File: src/rtl/fetcher_pkg.sv
// Shared types for the warp pipeline front end.
// Defines warp/fetcher state enums, data and instruction words, and the HALT opcode.
package fetcher_pkg;

    localparam int DATA_WIDTH  = 32;
    localparam int OPCODE_BITS = 3;

    typedef logic [DATA_WIDTH-1:0] data_t;
    typedef logic [DATA_WIDTH-1:0] instruction_t;

    localparam logic [OPCODE_BITS-1:0] OPCODE_HALT = 3'b111;

    typedef enum logic [2:0] {
        WARP_IDLE    = 3'd0,
        WARP_FETCH   = 3'd1,
        WARP_DECODE  = 3'd2,
        WARP_REQUEST = 3'd3,
        WARP_WAIT    = 3'd4,
        WARP_EXECUTE = 3'd5,
        WARP_UPDATE  = 3'd6,
        WARP_DONE    = 3'd7
    } warp_state_t;

    typedef enum logic [1:0] {
        FETCHER_IDLE     = 2'd0,
        FETCHER_FETCHING = 2'd1,
        FETCHER_DONE     = 2'd2
    } fetcher_state_t;

    function automatic instruction_t halt_instruction();
        return {OPCODE_HALT, {(DATA_WIDTH-OPCODE_BITS){1'b0}}};
    endfunction

endpackage

File: src/rtl/fetcher.sv
// Per-warp instruction fetch: one valid/ready read per miss, a one-entry
// last-PC buffer that short-circuits repeated PCs, and a HALT trap on misaligned PCs.
module fetcher
    import fetcher_pkg::*;
#(
    parameter int INSTR_ADDR_BITS = 12
) (
    input  logic                       clk,
    input  logic                       reset,
    input  warp_state_t                warp_state,
    input  data_t                      pc,
    output logic                       mem_read_valid,
    output logic [INSTR_ADDR_BITS-1:0] mem_read_address,
    input  logic                       mem_read_ready,
    input  instruction_t               mem_read_data,
    output instruction_t               instruction,
    output fetcher_state_t             fetcher_state,
    output logic                       fetch_error
);

    fetcher_state_t             state_q, state_d;
    logic                       valid_q, valid_d;
    logic [INSTR_ADDR_BITS-1:0] addr_q, addr_d;
    instruction_t               instr_q, instr_d;
    logic                       error_q, error_d;
    logic                       last_valid_q, last_valid_d;
    data_t                      last_pc_q, last_pc_d;
    instruction_t               last_instr_q, last_instr_d;

    always_comb begin
        state_d      = state_q;
        valid_d      = valid_q;
        addr_d       = addr_q;
        instr_d      = instr_q;
        error_d      = error_q;
        last_valid_d = last_valid_q;
        last_pc_d    = last_pc_q;
        last_instr_d = last_instr_q;

        case (state_q)
            FETCHER_IDLE: begin
                if (warp_state == WARP_FETCH) begin
                    // Misaligned check first: a buffered PC is always aligned anyway.
                    if (pc[1:0] != 2'b00) begin
                        state_d = FETCHER_DONE;
                        instr_d = halt_instruction();
                        error_d = 1'b1;
                    end else if (last_valid_q && (pc == last_pc_q)) begin
                        state_d = FETCHER_DONE;
                        instr_d = last_instr_q;
                        error_d = 1'b0;
                    end else begin
                        state_d = FETCHER_FETCHING;
                        valid_d = 1'b1;
                        addr_d  = pc[INSTR_ADDR_BITS+1:2];
                    end
                end
            end
            FETCHER_FETCHING: begin
                if (mem_read_ready) begin
                    state_d      = FETCHER_DONE;
                    valid_d      = 1'b0;
                    instr_d      = mem_read_data;
                    error_d      = 1'b0;
                    last_valid_d = 1'b1;
                    last_pc_d    = pc;
                    last_instr_d = mem_read_data;
                end
            end
            FETCHER_DONE: begin
                if (warp_state == WARP_DECODE) begin
                    state_d = FETCHER_IDLE;
                end
            end
            default: begin
                state_d = FETCHER_IDLE;
                valid_d = 1'b0;
            end
        endcase
    end

    always_ff @(posedge clk) begin
        if (reset) begin
            state_q      <= FETCHER_IDLE;
            valid_q      <= 1'b0;
            addr_q       <= '0;
            instr_q      <= '0;
            error_q      <= 1'b0;
            last_valid_q <= 1'b0;
            last_pc_q    <= '0;
            last_instr_q <= '0;
        end else begin
            state_q      <= state_d;
            valid_q      <= valid_d;
            addr_q       <= addr_d;
            instr_q      <= instr_d;
            error_q      <= error_d;
            last_valid_q <= last_valid_d;
            last_pc_q    <= last_pc_d;
            last_instr_q <= last_instr_d;
        end
    end

    assign mem_read_valid   = valid_q;
    assign mem_read_address = addr_q;
    assign instruction      = instr_q;
    assign fetcher_state    = state_q;
    assign fetch_error      = error_q;

endmodule

File: config.mk
export PLATFORM = sky130hd
export DESIGN_NAME = fetcher
export DESIGN_NICKNAME = d
export VERILOG_FILES = /design/src/rtl/fetcher_pkg.sv /design/src/rtl/fetcher.sv
export SDC_FILE = /design/constraint.sdc
export NUM_CORES = 1
export LEC_CHECK = 0
export ABC_AREA = 0
export ABC_CLOCK_PERIOD_IN_PS = 1600
export CORE_MARGIN = 2
export CORE_UTILIZATION = 34
export DETAILED_ROUTE_END_ITERATION = 16
export MAX_ROUTING_LAYER = met4
export PLACE_DENSITY = 0.66
export SLEW_MARGIN = 15
export SYNTH_ARGS = -nofsm -noshare
export SYNTH_HDL_FRONTEND = slang
export SYNTH_SLANG_ARGS = --single-unit
File: constraint.sdc
create_clock -name clk -period 1.6 [get_ports clk]
set_input_delay 0.16 -clock clk [delete_from_list [all_inputs] [get_ports clk]]
set_output_delay 0.16 -clock clk [all_outputs]
set_load 0.02 [all_outputs]
==> results of run 1 <==
-- final cells by class --
type	instances	area [µm²]	share of cell area [%]
well taps	184	230	3.07
clock buffers	23	498	6.64
flip-flops and latches	113	2270	30.3
inverters	1	3.75	0.0500
clock inverters	9	128	1.70
multi-input cells	407	2630	35.0
repair buffers	168	1750	23.3
-- cells by family (layout without fill, tap and decap cells) --
kind of cell / count (synthesis) / in the layout
compound gates: 139 / 139
simple gates: 224 / 224
flops: 113 / 113
xor+xnor: 32 / 32
buf+inv: 45 / 201
mux: 12 / 12
-- what timing repair did --
item                                    CTS  global route
hold buffers                              0             0
gates cloned                              0             3
setup buffers                             0             7
pin swaps                                 6             5
endpoints found under the hold margin     0             0
gates resized for setup                   9            17
endpoints found under the setup margin  112            72
-- report_power, final --
group | internal [mW] | switching (mW) | total [mW]
combinational | 0.444 | 0.373 | 0.817
clock | 2.64 | 1.30 | 3.95
sequential | 2.88 | 0.0381 | 2.92
total | 5.97 | 1.71 | 7.68
-- sequential cells by signal (all words and copies together) (netlist names) --
name              cells
mem_read_address     12
instruction          32
last_pc_q            32
last_instr_q         32
fetch_error           1
fetcher_state         2
last_valid_q          1
mem_read_valid        1
-- path summary, 6_finish.rpt --
check	start	slack, ps	endpoint	depth (start not counted)
setup reg to reg	last_pc_q[5]$_SDFFE_PP0P_	-430	instruction[7]$_SDFFE_PP0P_	8
hold reg to reg	last_instr_q[0]$_SDFFE_PP0P_	460	last_instr_q[0]$_SDFFE_PP0P_	2
setup / recovery	last_pc_q[5]$_SDFFE_PP0P_	-430	instruction[7]$_SDFFE_PP0P_	8
hold / removal	reset	190	fetch_error$_SDFFE_PP0P_	2
-- critical path: stages (launching register included) --
cell	delay, ps
sky130_fd_sc_hd__dfxtp_2	330
sky130_fd_sc_hd__xnor2_2	140
sky130_fd_sc_hd__nand4_1	150
sky130_fd_sc_hd__nor4_2	400
sky130_fd_sc_hd__buf_4	190
sky130_fd_sc_hd__nand4_4	170
sky130_fd_sc_hd__buf_6	200
sky130_fd_sc_hd__and3b_1	190
sky130_fd_sc_hd__a211oi_2	190
-- cells in the final DEF (no fill, tap or decap), types with 2 or more instances in the layout --
master                              n
sky130_fd_sc_hd__a211o_1            3
sky130_fd_sc_hd__nand2_2            2
sky130_fd_sc_hd__buf_6              2
sky130_fd_sc_hd__o21ai_1            3
sky130_fd_sc_hd__xnor2_2            5
sky130_fd_sc_hd__clkinv_2           3
sky130_fd_sc_hd__xor2_1             3
sky130_fd_sc_hd__dfxtp_1          107
sky130_fd_sc_hd__buf_12            10
sky130_fd_sc_hd__dlymetal6s2s_1     5
sky130_fd_sc_hd__a211oi_1           3
sky130_fd_sc_hd__buf_4             37
sky130_fd_sc_hd__nand2b_1          27
sky130_fd_sc_hd__and3b_2            3
sky130_fd_sc_hd__clkdlybuf4s50_1  109
sky130_fd_sc_hd__nand2_1          136
sky130_fd_sc_hd__nand4_1            7
sky130_fd_sc_hd__nor2_1             9
sky130_fd_sc_hd__a21oi_2            2
sky130_fd_sc_hd__mux2i_1           12
sky130_fd_sc_hd__nor3_1             2
sky130_fd_sc_hd__bufinv_16          3
sky130_fd_sc_hd__dfxtp_2            6
sky130_fd_sc_hd__clkbuf_16         20
sky130_fd_sc_hd__dlygate4sd2_1      2
sky130_fd_sc_hd__a22oi_1           29
sky130_fd_sc_hd__a211oi_2          26
sky130_fd_sc_hd__and3b_1           27
sky130_fd_sc_hd__a21oi_1           65
sky130_fd_sc_hd__o21ai_0            3
sky130_fd_sc_hd__xnor2_1           24
sky130_fd_sc_hd__clkbuf_8           5
sky130_fd_sc_hd__o22ai_1            3
sky130_fd_sc_hd__clkinvlp_4         3
-- layer usage --
| metal | part of all wire (%) | wire [µm] | up-vias | global-route usage (%) |
|---|---|---|---|---|
| met4 | 1.2 | 172 | 0 | 6.86 |
| met1 | 44 | 6310 | 2213 | 21.7 |
| met3 | 6.2 | 889 | 20 | 6.38 |
| li1 | - | - | 2241 | - |
| met5 | 0 | 0 | - | - |
| met2 | 49 | 7050 | 138 | 29.6 |
-- synthesized netlist by cell type, drive strengths merged --
| cell type | n |
|---|---|
| a211o | 3 |
| a211oi | 29 |
| a21oi | 67 |
| a22oi | 29 |
| and2 | 1 |
| and3 | 1 |
| and3b | 30 |
| buf | 14 |
| clkbuf | 30 |
| dfxtp | 113 |
| inv | 1 |
| mux2i | 12 |
| nand2 | 138 |
| nand2b | 27 |
| nand3 | 1 |
| nand3b | 1 |
| nand4 | 8 |
| nor2 | 9 |
| nor2b | 1 |
| nor3 | 4 |
| nor4 | 2 |
| o21ai | 6 |
| o21ba | 1 |
| o21bai | 1 |
| o22ai | 3 |
| or2b | 1 |
| xnor2 | 29 |
| xor2 | 3 |
==> report_table.html, run 1 <==
<table>
<tr><th>Metric</th><th>Value</th></tr>
<tr><th colspan="2">Timing</th></tr>
<tr><td>Count of endpoints failing hold in the final timing report</td><td>0</td></tr>
<tr><td>Final Cycle Share</td><td>127%</td></tr>
<tr><td>Slew HR</td><td>70.9%</td></tr>
<tr><td>Unrepaired setup endpoints after global routing</td><td>true</td></tr>
<tr><td>Worst Max-Slew Pin Slew</td><td>433 ps</td></tr>
<tr><td>Crit path time final</td><td>2030 ps</td></tr>
<tr><td>Max Clock Skew</td><td>18.7 ps</td></tr>
<tr><td>Setup TNS Final</td><td>-17,720 ps</td></tr>
<tr><td>Final Max Slew Viols</td><td>0</td></tr>
<tr><td>Final setup viols</td><td>48</td></tr>
<tr><td>Achievable Freq</td><td>493 MHz</td></tr>
<tr><td>Setup slack of the critical path after layout</td><td>-428 ps</td></tr>
<tr><td>Final hold slack</td><td>190 ps</td></tr>
<tr><th colspan="2">Clocking</th></tr>
<tr><td>CTS clock-pin slew for the worst setup and hold paths</td><td>60 ps</td></tr>
<tr><td>Clock Tree Root</td><td>sky130_fd_sc_hd__clkbuf_16</td></tr>
<tr><td>Count of H-tree levels built during CTS</td><td>4</td></tr>
<tr><td>Number of buffers created by CTS</td><td>17</td></tr>
<tr><td>Clock sinks</td><td>113</td></tr>
<tr><td>TritonCTS clock tree</td><td>yes</td></tr>
<tr><td>Number of buffers between clock root and the deepest sink</td><td>2</td></tr>
<tr><td>Clk_lat worst skew</td><td>420 ps</td></tr>
<tr><th colspan="2">Floorplanning</th></tr>
<tr><td>Vertical die dimension</td><td>125 µm</td></tr>
<tr><td>I/O pin count</td><td>118</td></tr>
<tr><td>Area of the die</td><td>15,700 µm²</td></tr>
<tr><td>Die X</td><td>125 µm</td></tr>
<tr><td>Initial core utilization</td><td>34.6%</td></tr>
<tr><td>Standard-cell rows</td><td>44</td></tr>
<tr><td>Standard cell core area</td><td>14,500 µm²</td></tr>
<tr><th colspan="2">Logic synthesis</th></tr>
<tr><td>Post-Syn Nets</td><td>635</td></tr>
<tr><td>Count of state elements after synthesis</td><td>113</td></tr>
<tr><td>Area share of fa/ha/maj cells after synthesis</td><td>0%</td></tr>
<tr><td>Share of the synthesized area in compound gates (AO/OA/AOI/OAI)</td><td>19.8%</td></tr>
<tr><td>Synthesized area divided by synthesized cell count</td><td>8.87 µm²</td></tr>
<tr><td>Yosys top cell by area</td><td>sky130_fd_sc_hd__dfxtp_1</td></tr>
<tr><td>Dominant combinational cell family by area after synthesis</td><td>simple AND/OR/NAND/NOR gates</td></tr>
<tr><td>Number of unique standard cell types used by synthesis</td><td>37</td></tr>
<tr><td>Xor/xnor cell area share of the yosys netlist</td><td>5.74%</td></tr>
<tr><td>Count of yosys warnings during synthesis</td><td>0</td></tr>
<tr><td>Top post-synthesis cells by area</td><td>sky130_fd_sc_hd__dfxtp_1, sky130_fd_sc_hd__nand2_1, sky130_fd_sc_hd__a21oi_1</td></tr>
<tr><td>Sequential-to-total area share from yosys stat</td><td>45.1%</td></tr>
<tr><td>Total standard cell area after synthesis</td><td>5010 µm²</td></tr>
<tr><td>Multiplexer fraction of the synthesized cell area</td><td>2.40%</td></tr>
<tr><td>Area share of the largest cell type after synthesis</td><td>45.1%</td></tr>
<tr><td>Post-Synth Simple-Gate Area</td><td>22.6%</td></tr>
<tr><td>Gate count of the mapped netlist</td><td>565</td></tr>
<tr><th colspan="2">Critical path</th></tr>
<tr><td>Startpoint kind of the worst setup timing path</td><td>register</td></tr>
<tr><td>Worst-path maximum fanout</td><td>8</td></tr>
<tr><td>Nature of the critical path endpoint</td><td>register</td></tr>
<tr><td>Arrival time worst endpoint</td><td>2360 ps</td></tr>
<tr><td>Startpoint-to-endpoint class of the critical path</td><td>reg -&gt; reg</td></tr>
<tr><td>Req. time, crit path</td><td>1930 ps</td></tr>
<tr><th colspan="2">Final layout</th></tr>
<tr><td>Final-layout fill cell count</td><td>1,272</td></tr>
<tr><td>Fraction of final layout cells with drive strength greater than 1</td><td>19.0%</td></tr>
<tr><td>Number of nets in the final layout</td><td>778</td></tr>
<tr><td>Final Instance Area</td><td>7500 µm²</td></tr>
<tr><td>Synthesis-to-finish area growth</td><td>49.7%</td></tr>
<tr><td>Final core occ</td><td>51.8%</td></tr>
<tr><td>Post-Layout Cell Count</td><td>905</td></tr>
<tr><td>Number of antenna repair diodes</td><td>0</td></tr>
<tr><th colspan="2">Run status</th></tr>
<tr><td>Violated checks</td><td>setup timing</td></tr>
<tr><td>Status</td><td>complete, but fails checks</td></tr>
<tr><th colspan="2">Route</th></tr>
<tr><td>Residual DRC count</td><td>0</td></tr>
<tr><td>Detailed-route wire length per cell</td><td>15.9 µm</td></tr>
<tr><td>Routed Antenna Nets</td><td>0</td></tr>
<tr><td>Drt via density</td><td>5.10</td></tr>
<tr><td>Vias</td><td>4,612</td></tr>
<tr><td>Detailed Route WL</td><td>14.4 mm</td></tr>
<tr><td>Pre-antenna DRT Iters</td><td>4</td></tr>
<tr><td>DRC marker count from the first detailed-route iteration</td><td>268</td></tr>
<tr><th colspan="2">Place</th></tr>
<tr><td>Pre-CTS setup slack</td><td>-788 ps</td></tr>
<tr><td>Gp weighted congestion</td><td>0.817</td></tr>
<tr><td>Half-perimeter wire length after detailed placement</td><td>9.45 mm</td></tr>
<tr><td>Number of cells after detailed placement</td><td>863</td></tr>
<tr><td>Port Buf Inserts</td><td>117</td></tr>
<tr><td>Placement Cell Area</td><td>6640 µm²</td></tr>
<tr><th colspan="2">Pwr</th></tr>
<tr><td>Power density over cell area</td><td>1020 nW/µm²</td></tr>
<tr><td>Overall power</td><td>7.68 mW</td></tr>
<tr><td>Leakage</td><td>2.63 nW</td></tr>
<tr><td>Worst-case vdd ir drop</td><td>0.000750 V</td></tr>
<tr><th colspan="2">Global routing</th></tr>
<tr><td>Overflow after GRT</td><td>0</td></tr>
<tr><td>Initial antenna violation count</td><td>0</td></tr>
<tr><td>Maximum number of pins on one net before global-route repair</td><td>48</td></tr>
<tr><td>GR Util All Layers</td><td>18.5%</td></tr>
<tr><td>Global-route wire length before repair</td><td>22.6 mm</td></tr>
<tr><td>Number of global-route vias before repair</td><td>4,595</td></tr>
<tr><th colspan="2">Worst hold path</th></tr>
<tr><td>Classification of the worst-slack hold path</td><td>in -&gt; reg</td></tr>
<tr><th colspan="2">Flow run</th></tr>
<tr><td>Number of max-cap violations</td><td>0</td></tr>
</table>
Note: power is estimated with default switching activity, not from simulation.
==> run 2, diff against run 1 <==
- ABC_CLOCK_PERIOD_IN_PS: 1600 -> 1640
- RECOVER_POWER: not set -> 25
- clock period: 1.6 -> 1.64 ns (I/O delays scaled with it)
==> report_table.html, run 2 (synthesis gave the netlist of run 1 again) <==
<table>
<tr><th>Metric</th><th>Value</th></tr>
<tr><th colspan="2">Route</th></tr>
<tr><td>Residual DRC count</td><td>0 (unchanged)</td></tr>
<tr><td>Detailed Route WL</td><td>14.2 mm (-1.9%)</td></tr>
<tr><td>Vias</td><td>4,551 (-1.3%)</td></tr>
<tr><td>Drt via density</td><td>5.01 (-1.6%)</td></tr>
<tr><td>Pre-antenna DRT Iters</td><td>5 (+1)</td></tr>
<tr><td>DRC marker count from the first detailed-route iteration</td><td>287 (+7.1%)</td></tr>
<tr><td>Detailed-route wire length per cell</td><td>15.6 µm (-2.2%)</td></tr>
<tr><td>Routed Antenna Nets</td><td>0 (unchanged)</td></tr>
<tr><th colspan="2">Global routing</th></tr>
<tr><td>Overflow after GRT</td><td>0 (unchanged)</td></tr>
<tr><td>Maximum number of pins on one net before global-route repair</td><td>51 (+6.3%)</td></tr>
<tr><td>Initial antenna violation count</td><td>0 (unchanged)</td></tr>
<tr><td>Number of global-route vias before repair</td><td>4,639 (+0.96%)</td></tr>
<tr><td>GR Util All Layers</td><td>19.1% (+0.58 points)</td></tr>
<tr><td>Global-route wire length before repair</td><td>23.1 mm (+2.3%)</td></tr>
<tr><th colspan="2">Timing</th></tr>
<tr><td>Setup slack of the critical path after layout</td><td>-279 ps (+150 ps)</td></tr>
<tr><td>Achievable Freq</td><td>521 MHz (+5.7%)</td></tr>
<tr><td>Setup TNS Final</td><td>-8450 ps (+9270 ps)</td></tr>
<tr><td>Count of endpoints failing hold in the final timing report</td><td>0 (unchanged)</td></tr>
<tr><td>Crit path time final</td><td>1920 ps (-110 ps)</td></tr>
<tr><td>Worst Max-Slew Pin Slew</td><td>494 ps (+61.0 ps)</td></tr>
<tr><td>Final setup viols</td><td>46 (-4.2%)</td></tr>
<tr><td>Final Max Slew Viols</td><td>0 (unchanged)</td></tr>
<tr><td>Max Clock Skew</td><td>11.5 ps (-7.11 ps)</td></tr>
<tr><td>Unrepaired setup endpoints after global routing</td><td>true</td></tr>
<tr><td>Final Cycle Share</td><td>117% (-9.8 points)</td></tr>
<tr><td>Slew HR</td><td>67.1% (-3.8 points)</td></tr>
<tr><th colspan="2">Final layout</th></tr>
<tr><td>Synthesis-to-finish area growth</td><td>51.1%</td></tr>
<tr><td>Most used cells in the layout excluding fill and tap cells</td><td>sky130_fd_sc_hd__nand2_1, sky130_fd_sc_hd__clkdlybuf4s50_1, sky130_fd_sc_hd__dfxtp_1, sky130_fd_sc_hd__a21oi_1, sky130_fd_sc_hd__buf_4</td></tr>
<tr><td>Number of nets in the final layout</td><td>781 (+0.39%)</td></tr>
<tr><td>Fraction of final layout cells with drive strength greater than 1</td><td>20.9% (+1.9 points)</td></tr>
<tr><td>Post-Layout Cell Count</td><td>908 (+0.33%)</td></tr>
<tr><td>Final Instance Area</td><td>7570 µm² (+0.97%)</td></tr>
<tr><td>Register area</td><td>2280 µm² (+0.39%)</td></tr>
<tr><td>Number of antenna repair diodes</td><td>0 (unchanged)</td></tr>
<tr><td>Area of the multi-input gates</td><td>2670 µm² (+1.6%)</td></tr>
<tr><td>Final-layout fill cell count</td><td>1,310 (+3.0%)</td></tr>
<tr><td>Commonest non-fill, non-tap cell in the layout</td><td>sky130_fd_sc_hd__nand2_1</td></tr>
<tr><td>Final core occ</td><td>52.3% (+0.50 points)</td></tr>
<tr><th colspan="2">Clocking</th></tr>
<tr><td>Number of buffers created by CTS</td><td>17 (unchanged)</td></tr>
<tr><td>Hold bufs inserted after CTS</td><td>0 (unchanged)</td></tr>
<tr><td>TritonCTS clock tree</td><td>yes</td></tr>
<tr><td>Count of H-tree levels built during CTS</td><td>4 (unchanged)</td></tr>
<tr><td>Number of buffers between clock root and the deepest sink</td><td>2 (unchanged)</td></tr>
<tr><td>Clock sinks</td><td>113 (unchanged)</td></tr>
<tr><td>Clock Tree Root</td><td>sky130_fd_sc_hd__clkbuf_16</td></tr>
<tr><td>Clk_lat worst skew</td><td>420 ps (about the same)</td></tr>
<tr><td>CTS clock-pin slew for the worst setup and hold paths</td><td>50 ps (about the same)</td></tr>
<tr><th colspan="2">Place</th></tr>
<tr><td>Pre-CTS setup slack</td><td>-677 ps (+112 ps)</td></tr>
<tr><td>Half-perimeter wire length after detailed placement</td><td>9.69 mm (+2.6%)</td></tr>
<tr><td>Gp weighted congestion</td><td>0.812 (-0.56%)</td></tr>
<tr><td>Port Buf Inserts</td><td>117 (unchanged)</td></tr>
<tr><td>Placement Cell Area</td><td>6730 µm² (+1.4%)</td></tr>
<tr><td>Number of cells after detailed placement</td><td>870 (+0.81%)</td></tr>
<tr><th colspan="2">Floorplanning</th></tr>
<tr><td>Area of the die</td><td>15,700 µm² (unchanged)</td></tr>
<tr><td>Die X</td><td>125 µm (unchanged)</td></tr>
<tr><td>Standard cell core area</td><td>14,500 µm² (unchanged)</td></tr>
<tr><td>Initial core utilization</td><td>34.6% (unchanged)</td></tr>
<tr><td>Vertical die dimension</td><td>125 µm (unchanged)</td></tr>
<tr><td>Standard-cell rows</td><td>44 (unchanged)</td></tr>
<tr><td>I/O pin count</td><td>118 (unchanged)</td></tr>
<tr><th colspan="2">Worst hold path</th></tr>
<tr><td>Cells on Worst Hold Path</td><td>2 (unchanged)</td></tr>
<tr><td>Classification of the worst-slack hold path</td><td>in -&gt; reg</td></tr>
<tr><th colspan="2">Pwr</th></tr>
<tr><td>Leakage</td><td>2.60 nW (-1.1%)</td></tr>
<tr><td>Power density over cell area</td><td>997 nW/µm² (-2.6%)</td></tr>
<tr><td>Worst-case vdd ir drop</td><td>0.000724 V (-3.5%)</td></tr>
<tr><th colspan="2">Critical path</th></tr>
<tr><td>Nature of the critical path endpoint</td><td>register</td></tr>
<tr><td>Startpoint kind of the worst setup timing path</td><td>register</td></tr>
<tr><td>Length in cells of the worst reg-to-reg path</td><td>8 (unchanged)</td></tr>
<tr><td>Worst-path maximum fanout</td><td>9 (+1)</td></tr>
<tr><td>Delay contributed by the slowest stage of the critical path</td><td>360 ps (-40 ps)</td></tr>
<tr><td>Startpoint-to-endpoint class of the critical path</td><td>reg -&gt; reg</td></tr>
<tr><td>Req. time, crit path</td><td>1970 ps (+40 ps)</td></tr>
<tr><td>Arrival time worst endpoint</td><td>2250 ps (-110 ps)</td></tr>
<tr><td>Reg2Reg Setup Slack</td><td>-280 ps (+150 ps)</td></tr>
<tr><td>Standard cell with the maximum stage delay on the critical path</td><td>sky130_fd_sc_hd__dfxtp_1</td></tr>
<tr><td>Cell Chain, Critical Path</td><td>xnor2_2 &gt; nand4_1 &gt; nor4_4 &gt; nand4_4 &gt; buf_8 &gt; buf_12 &gt; and3b_1 &gt; a211oi_2</td></tr>
<tr><th colspan="2">Run status</th></tr>
<tr><td>Status</td><td>complete, but fails checks</td></tr>
<tr><td>Violated checks</td><td>setup timing</td></tr>
<tr><th colspan="2">Flow run</th></tr>
<tr><td>Number of max-cap violations</td><td>0 (unchanged)</td></tr>
</table>
## run 2: worst paths after layout
path | end | startpoint
worst min-delay path | last_instr_q[7]$_SDFFE_PP0P_ | reset
worst min register to register | last_instr_q[7]$_SDFFE_PP0P_ | last_instr_q[7]$_SDFFE_PP0P_
worst max register to register | instruction[22]$_SDFFE_PP0P_ | last_pc_q[12]$_SDFFE_PP0P_
worst max-delay path | instruction[22]$_SDFFE_PP0P_ | last_pc_q[12]$_SDFFE_PP0P_
## run 2: through the flow
stage / hold slack [ps] / power, mW
after global placement: 441 / 3.67
after detailed placement: 447 / 3.68
final: 219 / 7.55
after global routing: 237 / 7.82
after floorplan: 292 / 3.24
after CTS: 203 / 7.63
## run 2: final cells by class
| cell class | count | area share (%) |
|---|---|---|
| multi-input combinational | 407 | 35.2 |
| sequential | 113 | 30.1 |
| timing repair buffer | 171 | 23.3 |
| clock buffer | 22 | 6.26 |
| tap | 184 | 3.04 |
| clock inverter | 10 | 2.07 |
| inverter | 1 | 0.0496 |
## run 2: per-layer routing
metal,vias to the layer above,part of all wire (%),global-route usage [%],wire length (µm)
li1,2248,-,-,-
met1,2154,43,22.7,6040
met2,141,51,31.2,7220
met3,8,5.7,5.22,810
met4,0,0.58,6.80,82
met5,-,0,-,0
## run 2: timing repair
action                     CTS  global route
setup buffers                1             4
setup endpoints to repair   50           104
resized for setup           16            21
cloned                       2             0
pin swaps                    8            24
## run 2: power by group
part | internal (mW) | switching (mW)
registers | 2.81 | 0.0383
clock network | 2.65 | 1.24
logic | 0.447 | 0.365
total | 5.90 | 1.65
## run 2: critical path: cells and delay by family (launching register included)
family,cells,cell delay [ps]
buffers and inverters,2,320
and+or+nand+nor,4,850
AOI/OAI and AO/OA,1,160
xor gates and xnor gates,1,140
DFF,1,360
==> run 3, diff against run 2 <==
- CELL_PAD_IN_SITES_DETAIL_PLACEMENT: not set -> 1
- CELL_PAD_IN_SITES_GLOBAL_PLACEMENT: not set -> 2
- CORE_UTILIZATION: 34 -> 27
- PLACE_DENSITY: 0.66 -> 0.83
==> report_table.html, run 3 (synthesis gave the netlist of run 1 again) <==
<table>
<tr><th>Metric</th><th>Value</th></tr>
<tr><th colspan="2">Critical path</th></tr>
<tr><td>Crit. path cell count</td><td>8 (unchanged)</td></tr>
<tr><td>Cell Chain, Critical Path</td><td>xnor2_2 &gt; nand4_1 &gt; nor4_4 &gt; buf_4 &gt; nand4_4 &gt; buf_6 &gt; and3b_1 &gt; a211oi_2</td></tr>
<tr><td>Sum of buffers and inverters on the critical path</td><td>2 (unchanged)</td></tr>
<tr><td>Worst-path maximum fanout</td><td>7 (-2)</td></tr>
<tr><td>Delay contributed by the slowest stage of the critical path</td><td>340 ps (-20 ps)</td></tr>
<tr><td>Req. time, crit path</td><td>1980 ps (about the same)</td></tr>
<tr><td>Startpoint-to-endpoint class of the critical path</td><td>reg -&gt; reg</td></tr>
<tr><td>Top delay family on crit path</td><td>simple AND/OR/NAND/NOR gates</td></tr>
<tr><td>Nature of the critical path endpoint</td><td>register</td></tr>
<tr><td>Arrival time worst endpoint</td><td>2360 ps (+110 ps)</td></tr>
<tr><td>Standard cell with the maximum stage delay on the critical path</td><td>sky130_fd_sc_hd__nor4_4</td></tr>
<tr><td>Startpoint kind of the worst setup timing path</td><td>register</td></tr>
<tr><td>Length in cells of the worst reg-to-reg path</td><td>8 (unchanged)</td></tr>
<tr><th colspan="2">Final layout</th></tr>
<tr><td>Fraction of final layout cells with drive strength greater than 1</td><td>19.0% (-1.9 points)</td></tr>
<tr><td>Commonest non-fill, non-tap cell in the layout</td><td>sky130_fd_sc_hd__nand2_1</td></tr>
<tr><td>Post-Layout Cell Count</td><td>941 (+3.6%)</td></tr>
<tr><td>Final-layout fill cell count</td><td>2,020 (+54%)</td></tr>
<tr><td>Number of nets in the final layout</td><td>768 (-1.7%)</td></tr>
<tr><td>Most used cells in the layout excluding fill and tap cells</td><td>sky130_fd_sc_hd__nand2_1, sky130_fd_sc_hd__clkdlybuf4s50_1, sky130_fd_sc_hd__dfxtp_1, sky130_fd_sc_hd__a21oi_1, sky130_fd_sc_hd__a22oi_1</td></tr>
<tr><td>Synthesis-to-finish area growth</td><td>48.6%</td></tr>
<tr><th colspan="2">Global routing</th></tr>
<tr><td>GR Util All Layers</td><td>17.2% (-1.9 points)</td></tr>
<tr><td>Initial antenna violation count</td><td>1 (+1)</td></tr>
<tr><td>Global-route wire length before repair</td><td>25.6 mm (+11%)</td></tr>
<tr><td>Maximum number of pins on one net before global-route repair</td><td>56 (+9.8%)</td></tr>
<tr><td>Number of global-route vias before repair</td><td>4,985 (+7.5%)</td></tr>
<tr><td>Overflow after GRT</td><td>0 (unchanged)</td></tr>
<tr><th colspan="2">Floorplanning</th></tr>
<tr><td>Initial core utilization</td><td>27.7% (-6.9 points)</td></tr>
<tr><td>Vertical die dimension</td><td>140 µm (+12%)</td></tr>
<tr><td>Die X</td><td>140 µm (+12%)</td></tr>
<tr><td>Standard-cell rows</td><td>49 (+11%)</td></tr>
<tr><td>Standard cell core area</td><td>18,100 µm² (+25%)</td></tr>
<tr><td>I/O pin count</td><td>118 (unchanged)</td></tr>
<tr><td>Area of the die</td><td>19,700 µm² (+25%)</td></tr>
<tr><th colspan="2">Pwr</th></tr>
<tr><td>Worst-case vdd ir drop</td><td>0.000718 V (-0.71%)</td></tr>
<tr><td>Power density over cell area</td><td>1010 nW/µm² (+1.6%)</td></tr>
<tr><td>Leakage</td><td>2.48 nW (-4.5%)</td></tr>
<tr><th colspan="2">Place</th></tr>
<tr><td>Half-perimeter wire length after detailed placement</td><td>11.1 mm (+14%)</td></tr>
<tr><td>Pre-CTS setup slack</td><td>-861 ps (-184 ps)</td></tr>
<tr><td>Port Buf Inserts</td><td>117 (unchanged)</td></tr>
<tr><td>Gp weighted congestion</td><td>0.734 (-9.7%)</td></tr>
<tr><td>Number of cells after detailed placement</td><td>906 (+4.1%)</td></tr>
<tr><th colspan="2">Route</th></tr>
<tr><td>Residual DRC count</td><td>0 (unchanged)</td></tr>
<tr><td>DRC marker count from the first detailed-route iteration</td><td>163 (-43%)</td></tr>
<tr><td>Detailed-route wire length per cell</td><td>17.4 µm (+11%)</td></tr>
<tr><td>Detailed Route WL</td><td>16.3 mm (+15%)</td></tr>
<tr><td>Vias</td><td>4,621 (+1.5%)</td></tr>
<tr><td>Routed Antenna Nets</td><td>0 (unchanged)</td></tr>
<tr><td>Drt via density</td><td>4.91 (-2.0%)</td></tr>
<tr><td>Pre-antenna DRT Iters</td><td>5 (unchanged)</td></tr>
<tr><th colspan="2">Clocking</th></tr>
<tr><td>Clock Tree Root</td><td>sky130_fd_sc_hd__clkbuf_16</td></tr>
<tr><td>Count of H-tree levels built during CTS</td><td>4 (unchanged)</td></tr>
<tr><td>TritonCTS clock tree</td><td>yes</td></tr>
<tr><td>CTS clock-pin slew for the worst setup and hold paths</td><td>60 ps (about the same)</td></tr>
<tr><td>Number of buffers between clock root and the deepest sink</td><td>2 (unchanged)</td></tr>
<tr><td>Number of buffers created by CTS</td><td>17 (unchanged)</td></tr>
<tr><td>Clock sinks</td><td>113 (unchanged)</td></tr>
<tr><td>Hold bufs inserted after CTS</td><td>0 (unchanged)</td></tr>
<tr><td>Clk_lat worst skew</td><td>430 ps (about the same)</td></tr>
<tr><th colspan="2">Worst hold path</th></tr>
<tr><td>Classification of the worst-slack hold path</td><td>in -&gt; reg</td></tr>
<tr><td>Cells on Worst Hold Path</td><td>2 (unchanged)</td></tr>
<tr><th colspan="2">Timing</th></tr>
<tr><td>Final Max Slew Viols</td><td>0 (unchanged)</td></tr>
<tr><td>Final hold slack</td><td>224 ps (+5.14 ps)</td></tr>
<tr><td>Final setup viols</td><td>48 (+4.3%)</td></tr>
<tr><td>Unrepaired setup endpoints after global routing</td><td>true</td></tr>
<tr><td>Count of endpoints failing hold in the final timing report</td><td>0 (unchanged)</td></tr>
<tr><td>Max Clock Skew</td><td>11.4 ps (-0.140 ps)</td></tr>
<tr><td>Setup slack of the critical path after layout</td><td>-378 ps (-99.6 ps)</td></tr>
<tr><td>Slew HR</td><td>64.7% (-2.4 points)</td></tr>
<tr><td>Worst Max-Slew Pin Slew</td><td>530 ps (+36.3 ps)</td></tr>
<tr><td>Crit path time final</td><td>2020 ps (+99.6 ps)</td></tr>
<tr><td>Achievable Freq</td><td>495 MHz (-4.9%)</td></tr>
<tr><td>Final Cycle Share</td><td>123% (+6.1 points)</td></tr>
<tr><th colspan="2">Run status</th></tr>
<tr><td>Status</td><td>complete, but fails checks</td></tr>
<tr><td>Violated checks</td><td>setup timing</td></tr>
<tr><th colspan="2">Flow run</th></tr>
<tr><td>Number of max-cap violations</td><td>0 (unchanged)</td></tr>
</table>
-- run 3: cell count changes in the layout (fill, tap and decap cells not counted), sizes merged --
cell / delta
clkinvlp: +6
clkinv: -4
buf: -14
inv: +1
clkdlybuf4s50: +1
clkbuf: -1
dlygate4sd3: -1
diode: +1
bufinv: -1
-- run 3: through the flow --
| stage | cell area [µm²] | util (%) | setup TNS [ps] | power, mW |
|---|---|---|---|---|
| 3_5_place_dp | 6700 | 37.0 | -35240 | 3.69 |
| 4_1_cts | 7390 | 40.9 | -14020 | 7.62 |
| 5_1_grt | 7440 | 41.2 | -19360 | 7.79 |
| 2_1_floorplan | 5020 | - | -468 | 3.24 |
| 6_report | 7440 | 41.2 | -13230 | 7.54 |
| 3_3_place_gp | 6700 | 37.0 | -32810 | 3.67 |
-- run 3: path summary, 6_finish.rpt --
| kind | slack, ps | to | start |
|---|---|---|---|
| setup / recovery | -380 | instruction[6]$_SDFFE_PP0P_ | last_pc_q[10]$_SDFFE_PP0P_ |
| hold / removal | 220 | fetch_error$_SDFFE_PP0P_ | reset |
| setup reg to reg | -380 | instruction[6]$_SDFFE_PP0P_ | last_pc_q[10]$_SDFFE_PP0P_ |
| hold reg to reg | 450 | last_instr_q[4]$_SDFFE_PP0P_ | last_instr_q[4]$_SDFFE_PP0P_ |
-- run 3: timing repair --
action,in CTS,in global routing
endpoints found under the setup margin,52,52
pin swaps,7,3
resized for setup,14,13
cloned,0,1
setup buffers,0,1
-- run 3: cell type report --
class,count,area (µm²),share of cell area (%)
Sequential cell,113,2270,30.5
Multi-Input combinational cell,407,2670,35.8
Antenna cell,1,2.50,0.0336
Timing Repair Buffer,158,1590,21.4
Clock buffer,20,467,6.27
Inverter,1,3.75,0.0504
Clock inverter,12,156,2.10
Tap cell,229,287,3.85
-- run 3: metal layers --
metal / global-route usage [%] / vias up / routed length (µm)
met2: 29.6 / 140 / 8180
li1: - / 2214 / -
met5: - / - / 0
met4: 6.33 / 0 / 314
met3: 5.03 / 26 / 964
met1: 18.9 / 2241 / 6870
-- run 3: where the power goes --
part,switching [mW],total [mW],internal [mW]
Clock,1.38,3.89,2.51
Combinational,0.378,0.802,0.424
Sequential,0.0415,2.85,2.81
Total,1.80,7.54,5.74
